## src/rtl/pipe_pkg.sv

```systemverilog
// Shared widths, control-bundle bit positions and per-edge action encoding for
// the RV32I pipeline registers.
package pipe_pkg;

   localparam int unsigned XLEN       = 32;
   localparam int unsigned REG_ADDR_W = 5;
   localparam int unsigned CTRL_W     = 16;

   localparam int unsigned CTRL_REGWEN  = 0;
   localparam int unsigned CTRL_MEMREAD = 1;

   typedef enum logic [1:0] {
      ActLoad      = 2'd0,
      ActHold      = 2'd1,
      ActFlush     = 2'd2,
      ActInterlock = 2'd3
   } action_e;

   typedef struct packed {
      logic                  valid;
      logic [XLEN-1:0]       pc;
      logic [XLEN-1:0]       rs1_data;
      logic [XLEN-1:0]       rs2_data;
      logic [XLEN-1:0]       imm;
      logic [REG_ADDR_W-1:0] rs1;
      logic [REG_ADDR_W-1:0] rs2;
      logic [REG_ADDR_W-1:0] rd;
      logic [CTRL_W-1:0]     ctrl;
   } id_ex_t;

endpackage

```

## src/rtl/load_use_detect.sv

```systemverilog
// Combinational load-use hazard compare between a load in a later stage and
// the instruction currently in ID.
module load_use_detect
   import pipe_pkg::*;
(
   input  logic                  ex_valid,
   input  logic                  ex_memread,
   input  logic [REG_ADDR_W-1:0] rd_ex,
   input  logic                  id_valid,
   input  logic                  id_uses_rs1,
   input  logic [REG_ADDR_W-1:0] id_rs1,
   input  logic                  id_uses_rs2,
   input  logic [REG_ADDR_W-1:0] id_rs2,
   output logic                  load_use
);

   logic rs1_hit;
   logic rs2_hit;

   assign rs1_hit  = id_uses_rs1 && (id_rs1 == rd_ex);
   assign rs2_hit  = id_uses_rs2 && (id_rs2 == rd_ex);
   // x0 is never written, so a load targeting it cannot create a hazard.
   assign load_use = ex_valid && ex_memread && (rd_ex != '0) && id_valid && (rs1_hit || rs2_hit);

endmodule

```

## src/rtl/id_ex_pipe_reg.sv

```systemverilog
// ID/EX pipeline register with load-use interlock, redirect flush and memory-stall hold.
// Optional PIPE_PERF_CNT_EN adds interlock/flush event counters.
module id_ex_pipe_reg
   import pipe_pkg::*;
(
   input  logic                  clk,
   input  logic                  reset,
   input  logic                  id_valid,
   input  logic [XLEN-1:0]       id_pc,
   input  logic [XLEN-1:0]       id_rs1_data,
   input  logic [XLEN-1:0]       id_rs2_data,
   input  logic [XLEN-1:0]       id_imm,
   input  logic [REG_ADDR_W-1:0] id_rs1,
   input  logic [REG_ADDR_W-1:0] id_rs2,
   input  logic [REG_ADDR_W-1:0] id_rd,
   input  logic                  id_uses_rs1,
   input  logic                  id_uses_rs2,
   input  logic [CTRL_W-1:0]     id_ctrl,
   input  logic                  ex_redirect,
   input  logic                  mem_stall,
   output logic                  stall_if_id,
   output logic                  ex_valid,
   output logic [XLEN-1:0]       ex_pc,
   output logic [XLEN-1:0]       ex_rs1_data,
   output logic [XLEN-1:0]       ex_rs2_data,
   output logic [XLEN-1:0]       ex_imm,
   output logic [REG_ADDR_W-1:0] rs1_ex,
   output logic [REG_ADDR_W-1:0] rs2_ex,
   output logic [REG_ADDR_W-1:0] rd_ex,
   output logic [CTRL_W-1:0]     ex_ctrl
`ifdef PIPE_PERF_CNT_EN
   ,
   output logic [31:0]           load_use_cnt,
   output logic [31:0]           flush_cnt
`endif
);

   id_ex_t  stage_q;
   id_ex_t  stage_d;
   id_ex_t  id_fields;
   logic    load_use;
   action_e action;

   load_use_detect u_load_use_detect (
      .ex_valid    (stage_q.valid),
      .ex_memread  (stage_q.ctrl[CTRL_MEMREAD]),
      .rd_ex       (stage_q.rd),
      .id_valid    (id_valid),
      .id_uses_rs1 (id_uses_rs1),
      .id_rs1      (id_rs1),
      .id_uses_rs2 (id_uses_rs2),
      .id_rs2      (id_rs2),
      .load_use    (load_use)
   );

   always_comb begin
      if (mem_stall) begin
         action = ActHold;
      end else if (ex_redirect) begin
         action = ActFlush;
      end else if (load_use) begin
         action = ActInterlock;
      end else begin
         action = ActLoad;
      end
   end

   // A redirect discards the ID instruction, so there is nothing to hold for.
   assign stall_if_id = (load_use && !ex_redirect) || mem_stall;

   always_comb begin
      id_fields = '{
         valid:    id_valid,
         pc:       id_pc,
         rs1_data: id_rs1_data,
         rs2_data: id_rs2_data,
         imm:      id_imm,
         rs1:      id_rs1,
         rs2:      id_rs2,
         rd:       id_rd,
         ctrl:     id_ctrl
      };
   end

   always_comb begin
      stage_d = stage_q;
      unique case (action)
         ActLoad:                stage_d = id_fields;
         ActHold:                stage_d = stage_q;
         ActFlush, ActInterlock: stage_d = '0;
         default:                stage_d = '0;
      endcase
   end

   always_ff @(posedge clk or posedge reset) begin
      if (reset) begin
         stage_q <= '0;
      end else begin
         stage_q <= stage_d;
      end
   end

   assign ex_valid    = stage_q.valid;
   assign ex_pc       = stage_q.pc;
   assign ex_rs1_data = stage_q.rs1_data;
   assign ex_rs2_data = stage_q.rs2_data;
   assign ex_imm      = stage_q.imm;
   assign rs1_ex      = stage_q.rs1;
   assign rs2_ex      = stage_q.rs2;
   assign rd_ex       = stage_q.rd;
   assign ex_ctrl     = stage_q.ctrl;

`ifdef PIPE_PERF_CNT_EN
   logic [31:0] load_use_cnt_q;
   logic [31:0] flush_cnt_q;

   always_ff @(posedge clk or posedge reset) begin
      if (reset) begin
         load_use_cnt_q <= '0;
         flush_cnt_q    <= '0;
      end else begin
         if (action == ActInterlock) load_use_cnt_q <= load_use_cnt_q + 32'd1;
         if (action == ActFlush)     flush_cnt_q    <= flush_cnt_q + 32'd1;
      end
   end

   assign load_use_cnt = load_use_cnt_q;
   assign flush_cnt    = flush_cnt_q;
`endif

endmodule

```

## config.mk

```make
export PLATFORM = sky130hd
export DESIGN_NAME = id_ex_pipe_reg
export DESIGN_NICKNAME = d
export VERILOG_FILES = /design/src/rtl/pipe_pkg.sv /design/src/rtl/load_use_detect.sv /design/src/rtl/id_ex_pipe_reg.sv
export SDC_FILE = /design/constraint.sdc
export NUM_CORES = 1
export LEC_CHECK = 0
export BUFFER_PORTS_ARGS = -buffer_cell sky130_fd_sc_hd__buf_2
export CAP_MARGIN = 10
export CORE_ASPECT_RATIO = 0.7
export CORE_MARGIN = 2
export CORE_UTILIZATION = 51
export DETAILED_ROUTE_END_ITERATION = 8
export PLACE_DENSITY = 0.85
export SLEW_MARGIN = 20
export SYNTH_ARGS = -nofsm -noshare
export SYNTH_HDL_FRONTEND = slang
export SYNTH_SLANG_ARGS = --single-unit
export TNS_END_PERCENT = 50
```

## constraint.sdc

```tcl
create_clock -name clk -period 7 [get_ports clk]
set_clock_uncertainty 0.05 [all_clocks]
set_input_delay 0.35 -clock clk [delete_from_list [all_inputs] [get_ports clk]]
set_output_delay 0.35 -clock clk [all_outputs]
set_load 0.05 [all_outputs]
```

[Yosys cells after proc, flatten, opt, wreduce, memory -nomap -nowiden]
Index checks and enable logic that the tools add are counted.
Cells by class
  muxes and demuxes: 4
  reduce and logical (&&, ||, !) cells: 13
  equal/unequal tests: 5
Operators by type and width (number)
  160-bit case mux with 2 select lines: 1
  5-bit == test: 2
  1-bit logical AND: 7
  2-bit two-way mux: 3
  5-bit nonzero test: 1
  2-bit == test, second input constant: 2
  2-bit by 1-bit == test with 1-bit output, second input constant: 1
  2-bit zero test: 1
  1-bit logical OR: 2
  2-bit OR reduction: 1
  1-bit zero test: 1
Storage, ports and cells
  flip-flop bits (word level): 160
  word-level logic and storage cells: 31
  input port bits: 166
  output and inout bits: 161

[Longest topological paths before layout]
  depth after elaboration: 10
  mapped depth: 6
  gate-level depth less buffers: 4

[Cells and area by module]
From an unflattened synthesis, not the netlist that was laid out.
Second synthesis, totals
  cells, all modules: 714
  area, all modules: 6931.6 um^2
By module, submodules not included
  id_ex_pipe_reg: area each 6800.3 um^2, cells an instance 697, times used 1
  load_use_detect: area each 131.4 um^2, cells an instance 17, times used 1

[Worst setup path before layout]
No wires, ideal clock.
  path type: register -> output
  from: register stage_q (netlist bit rd_ex[4])
  to: output port stall_if_id
  slack: 4.431 ns
  cell stages (with the launch flop): 7
  arrival: 2.169 ns
  path buffers: 2
  required time: 6.600 ns
  cell sequence: dfrtp_1 xnor2_1 nand4_1 o22ai_2 buf_2 clkbuf_1 a21o_1
Between the ends
  word-level cells in the longest chain between the ends: 6
  elaborated cells on any way between the ends: 11
  those cells by class: 2 x eq/ne; 9 x reduce/logical
RTL lines
  from (decl): RTL line id_ex_pipe_reg.sv:38  | id_ex_t stage_q;
  from (signal assigned): RTL line id_ex_pipe_reg.sv:99  | stage_q <= stage_d;
  5-bit == test (tied with other cells): RTL line load_use_detect.sv:20  | assign rs1_hit = id_uses_rs1 && (id_rs1 == rd_ex);
  1-bit logical AND, on equally long branches: RTL line load_use_detect.sv:20, load_use_detect.sv:21, load_use_detect.sv:23
  1-bit logical OR or 1-bit logical AND (tied branches): RTL line load_use_detect.sv:23  | assign load_use = ex_valid && ex_memread && (rd_ex != '0) && id_valid && (rs1_hit || rs2_hit);
  1-bit logical AND *: RTL line load_use_detect.sv:23
  1-bit logical AND *: RTL line id_ex_pipe_reg.sv:69  | assign stall_if_id = (load_use && !ex_redirect) || mem_stall;
  1-bit logical OR *: RTL line id_ex_pipe_reg.sv:69
  to (decl): RTL line id_ex_pipe_reg.sv:21  | output logic stall_if_id,
Every way passes the cells marked *; elsewhere a longest branch is shown, timed or not.

[Worst setup path in the final report]
Ends and elaborated chain as after synthesis.

==> impl_metrics.xml <==
<?xml version="1.0" encoding="UTF-8"?>
<metrics>
  <group name="status">
    <metric name="outcome" unit="">finished, final reports clean</metric>
  </group>
  <group name="worst_setup_path">
    <metric name="crit_type" unit="">reg -&gt; out</metric>
    <metric name="r2r_setup_slack" unit="ps">3730</metric>
    <metric name="worst_ep_required_time" unit="ps">6600</metric>
    <metric name="regToRegStartpoint" unit="">rd_ex[4]</metric>
    <metric name="slowest_delay" unit="ps">760</metric>
    <metric name="worst-path-buf-inv" unit="">2</metric>
    <metric name="crit_path_top_delay_cell" unit="">sky130_fd_sc_hd__buf_4</metric>
    <metric name="worst_path_dominant_cell_family" unit="">buffers and inverters</metric>
    <metric name="startpoint_type" unit="">flop</metric>
    <metric name="crit_path_max_fo" unit="">92</metric>
    <metric name="worst-r2r-cell-count" unit="">6</metric>
    <metric name="crit_path_end_kind" unit="">output pin</metric>
    <metric name="cp_data_arrival_time" unit="ps">3180</metric>
    <metric name="crit_start" unit="">rd_ex[4]</metric>
    <metric name="timing.critical_path.cells" unit="">xnor2_1 &gt; nand4_1 &gt; o22ai_4 &gt; buf_4 &gt; a21o_1 &gt; buf_2</metric>
    <metric name="worst_setup_path_endpoint" unit="">stall_if_id</metric>
    <metric name="r2r_end" unit="">ex_rs2_data[29]</metric>
    <metric name="worstSetupPathDepth" unit="">6</metric>
  </group>
  <group name="power_and_ir_drop">
    <metric name="pwr-share-clk" unit="%">31.2</metric>
    <metric name="vdd_drop_max" unit="mV">0.182</metric>
    <metric name="power_switching_share" unit="%">38.8</metric>
    <metric name="p_leak" unit="nW">4.34</metric>
    <metric name="p_sw" unit="mW">1.11</metric>
    <metric name="power_density" unit="nW/um^2">300</metric>
    <metric name="share_seq_of_total_power" unit="%">38.9</metric>
    <metric name="share_comb_of_total_power" unit="%">29.9</metric>
    <metric name="p_int" unit="mW">1.75</metric>
  </group>
  <group name="placed_design">
    <metric name="dp.final_hpwl" unit="um">13800</metric>
    <metric name="place.port_buffers" unit="">326</metric>
    <metric name="place_ws" unit="ps">3850</metric>
    <metric name="place.gp.congestion" unit="">0.829</metric>
  </group>
  <group name="cells_and_area">
    <metric name="layout-area-overhead-vs-synth" unit="%">29.6</metric>
    <metric name="final_net_count" unit="">1182</metric>
    <metric name="n_fill_cell" unit="">1132</metric>
    <metric name="fraction_of_final_layout_cells_with_drive_strength_greater_than_1" unit="%">35.9</metric>
  </group>
  <group name="floorplanning">
    <metric name="initial_utilization" unit="%">52.5</metric>
    <metric name="core.rowCount" unit="">36</metric>
    <metric name="die_width" unit="um">148</metric>
    <metric name="io-pin-count" unit="">327</metric>
    <metric name="die-height" unit="um">104</metric>
    <metric name="die-area" unit="sq um">15400</metric>
    <metric name="core_area" unit="sq um">14000</metric>
  </group>
  <group name="yosys">
    <metric name="yosys.cell_count.top_type" unit="">sky130_fd_sc_hd__nand2_1</metric>
    <metric name="synth_nets" unit="">916</metric>
    <metric name="number_of_cells_produced_by_synthesis" unit="">750</metric>
    <metric name="synth_area" unit="sq um">7350</metric>
    <metric name="synth.avg_cell_area" unit="sq um">9.80</metric>
    <metric name="asr_flop_ratio_synth" unit="%">100</metric>
    <metric name="synth_top_cells_by_area" unit="">sky130_fd_sc_hd__dfrtp_1 (54%), sky130_fd_sc_hd__a32oi_1 (19%), sky130_fd_sc_hd__nand2_1 (8.3%), sky130_fd_sc_hd__o21ai_1 (6.1%), sky130_fd_sc_hd__o21ai_0 (4.8%)</metric>
    <metric name="synthDominantCellAreaShare" unit="%">54.4</metric>
    <metric name="synth-edff-count" unit="">0</metric>
    <metric name="synthDominantAreaCellType" unit="">sky130_fd_sc_hd__dfrtp_1</metric>
    <metric name="synth.yosys.warnings" unit="">0</metric>
    <metric name="synth.yosys.seq_area_share" unit="%">54.4</metric>
    <metric name="synth_commonest_cells" unit="">sky130_fd_sc_hd__nand2_1 (162), sky130_fd_sc_hd__a32oi_1 (160), sky130_fd_sc_hd__dfrtp_1 (160)</metric>
    <metric name="yosys_register_bits" unit="">160</metric>
    <metric name="synth_cell_types" unit="">18</metric>
    <metric name="synth_ff_type" unit="">sky130_fd_sc_hd__dfrtp_1</metric>
  </group>
  <group name="clock_tree">
    <metric name="clock_tree_root" unit="">sky130_fd_sc_hd__clkbuf_16</metric>
    <metric name="tritoncts" unit="">built</metric>
    <metric name="cts.htree.levels" unit="">4</metric>
    <metric name="clockBufferDepth" unit="">2</metric>
    <metric name="clk_transition_reported_paths" unit="ps">70</metric>
    <metric name="post_cts_resized" unit="">0</metric>
    <metric name="cts_hold_buffers" unit="">0</metric>
    <metric name="worstSkewPairLatency" unit="ps">400</metric>
    <metric name="cts_setup_buffers" unit="">0</metric>
    <metric name="clock_sink_count" unit="">160</metric>
    <metric name="numCtsBuffers" unit="">17</metric>
  </group>
  <group name="routing">
    <metric name="drt-initial-drc-count" unit="">729</metric>
    <metric name="drt-wirelength-per-cell" unit="um">17.5</metric>
    <metric name="ratio_of_routed_vias_to_standard_cells" unit="">5.95</metric>
    <metric name="postRouteAntennaNets" unit="">0</metric>
    <metric name="route.final.wire_length" unit="um">21300</metric>
    <metric name="routed-via-count" unit="">7262</metric>
    <metric name="drc" unit="">0</metric>
    <metric name="detailedRoute.firstPassIterationCount" unit="">7</metric>
  </group>
  <group name="timing">
    <metric name="final_min_period_over_clock_period" unit="%">51.2</metric>
    <metric name="fin_setup_tns" unit="ps">0</metric>
    <metric name="worst_slack_setup_final" unit="ps">3420</metric>
    <metric name="setup_repair_after_global_routing_missed_its_margin" unit="">no</metric>
    <metric name="worst_slew_pin_tran" unit="ps">1030</metric>
    <metric name="timing_hold_violations_final" unit="">0</metric>
    <metric name="max_freq" unit="GHz">0.279</metric>
    <metric name="post-route-min-period" unit="ps">3580</metric>
    <metric name="report.final.setup_viol" unit="">0</metric>
    <metric name="slew_headroom" unit="%">31.5</metric>
    <metric name="maxSlewViolCount" unit="">0</metric>
  </group>
  <group name="global_route">
    <metric name="via_count_of_the_first_global_routing_pass" unit="">6454</metric>
    <metric name="grt_pass1_wl" unit="um">33600</metric>
    <metric name="overall_global_routing_resource_usage" unit="%">26.8</metric>
    <metric name="overflow_after_grt" unit="">0</metric>
    <metric name="grt_max_degree" unit="">226</metric>
    <metric name="grt_antenna_before_repair" unit="">1</metric>
  </group>
  <group name="run">
    <metric name="max-cap-violations" unit="">0</metric>
  </group>
  <group name="worst_hold_path">
    <metric name="timing.hold.worst.class" unit="">in -&gt; async</metric>
  </group>
</metrics>
-- registers in the layout, indices dropped and copies added, names as in the netlist --
signal       flops
ex_rs2_data     32
ex_rs1_data     32
ex_valid         1
ex_pc           32
rd_ex            5
ex_ctrl         16
ex_imm          32
rs1_ex           5
rs2_ex           5
-- layout by cell type, fill, tap and decap left out, drive strengths merged --
| master | Yosys | final |
|---|---|---|
| a21o | 1 | 1 |
| a32oi | 160 | 160 |
| and3 | 1 | 1 |
| buf | 19 | 335 |
| bufinv | 0 | 1 |
| clkbuf | 69 | 20 |
| clkinv | 0 | 3 |
| clkinvlp | 0 | 3 |
| dfrtp | 160 | 160 |
| diode | 0 | 1 |
| inv | 1 | 6 |
| nand2 | 162 | 162 |
| nand4 | 2 | 2 |
| nor2 | 2 | 2 |
| o21ai | 161 | 161 |
| o22ai | 1 | 1 |
| or4 | 1 | 1 |
| xnor2 | 10 | 10 |
-- how the worst min path moves through the flow --
stage | from | end | slack, ps | cells after the start
3_3_place_gp | ex_imm[6] | ex_imm[6] | 420 | 2
4_1_cts | reset | ex_ctrl[8] | 40 | 2
3_5_place_dp | ex_imm[15] | ex_imm[15] | 430 | 2
5_1_grt | reset | ex_ctrl[8] | 60 | 2
6_report | reset | ex_ctrl[8] | 5 | 2
2_1_floorplan | ex_ctrl[1] | ex_ctrl[1] | 420 | 2
-- metal layers --
metal / wire length, um / global-route usage, % / vias up
met5: 0 / 0 / -
met4: 331 / 7.90 / 0
met3: 1530 / 6.62 / 22
met2: 10300 / 41.5 / 330
met1: 9190 / 37.6 / 3523
li1: - / - / 3387
-- kinds of logic (layout without fill, tap and decap cells) --
family,Yosys count,after routing,synth area share [%]
other cells,0,1,0
simple gates,168,168,8.73
xor+xnor,10,10,1.19
buf+inv,89,368,5.29
compound gates,323,323,30.3
flops,160,160,54.4
-- power by group through the flow --
| stage | clock network [mW] | logic [mW] | registers, mW |
|---|---|---|---|
| after floorplan | 0 | 0.208 | 1.53 |
| final | 0.892 | 0.854 | 1.11 |
| after detailed placement | 0 | 0.858 | 1.12 |
| after global placement | 0 | 0.845 | 1.12 |
| after CTS | 0.909 | 0.856 | 1.11 |
| after global routing | 0.953 | 0.904 | 1.12 |
-- final cells by class --
class / instances / area (sq um) / share of cell area (%)
multi-input cells: 501 / 2980 / 31.3
flip-flops and latches: 160 / 4000 / 42.0
repair buffers: 335 / 1720 / 18.0
diodes: 1 / 2.50 / 0.0263
inverters: 1 / 8.76 / 0.0919
clock inverters: 12 / 128 / 1.34
well taps: 190 / 238 / 2.50
clock buffers: 20 / 447 / 4.69
-- per-stage QoR --
step	cell area [sq um]	power [mW]	utilization (%)	std cells	hold WS [ps]
floorplan	7350	1.74	-	750	423
global placement	8950	1.97	63.9	1187	417
detailed placement	8950	1.98	63.9	1187	425
CTS	9520	2.87	68.0	1219	37.7
global route	9530	2.98	68.0	1220	62.4
finish	9530	2.86	68.0	1220	5.26
(Power assumes the default switching activity.)
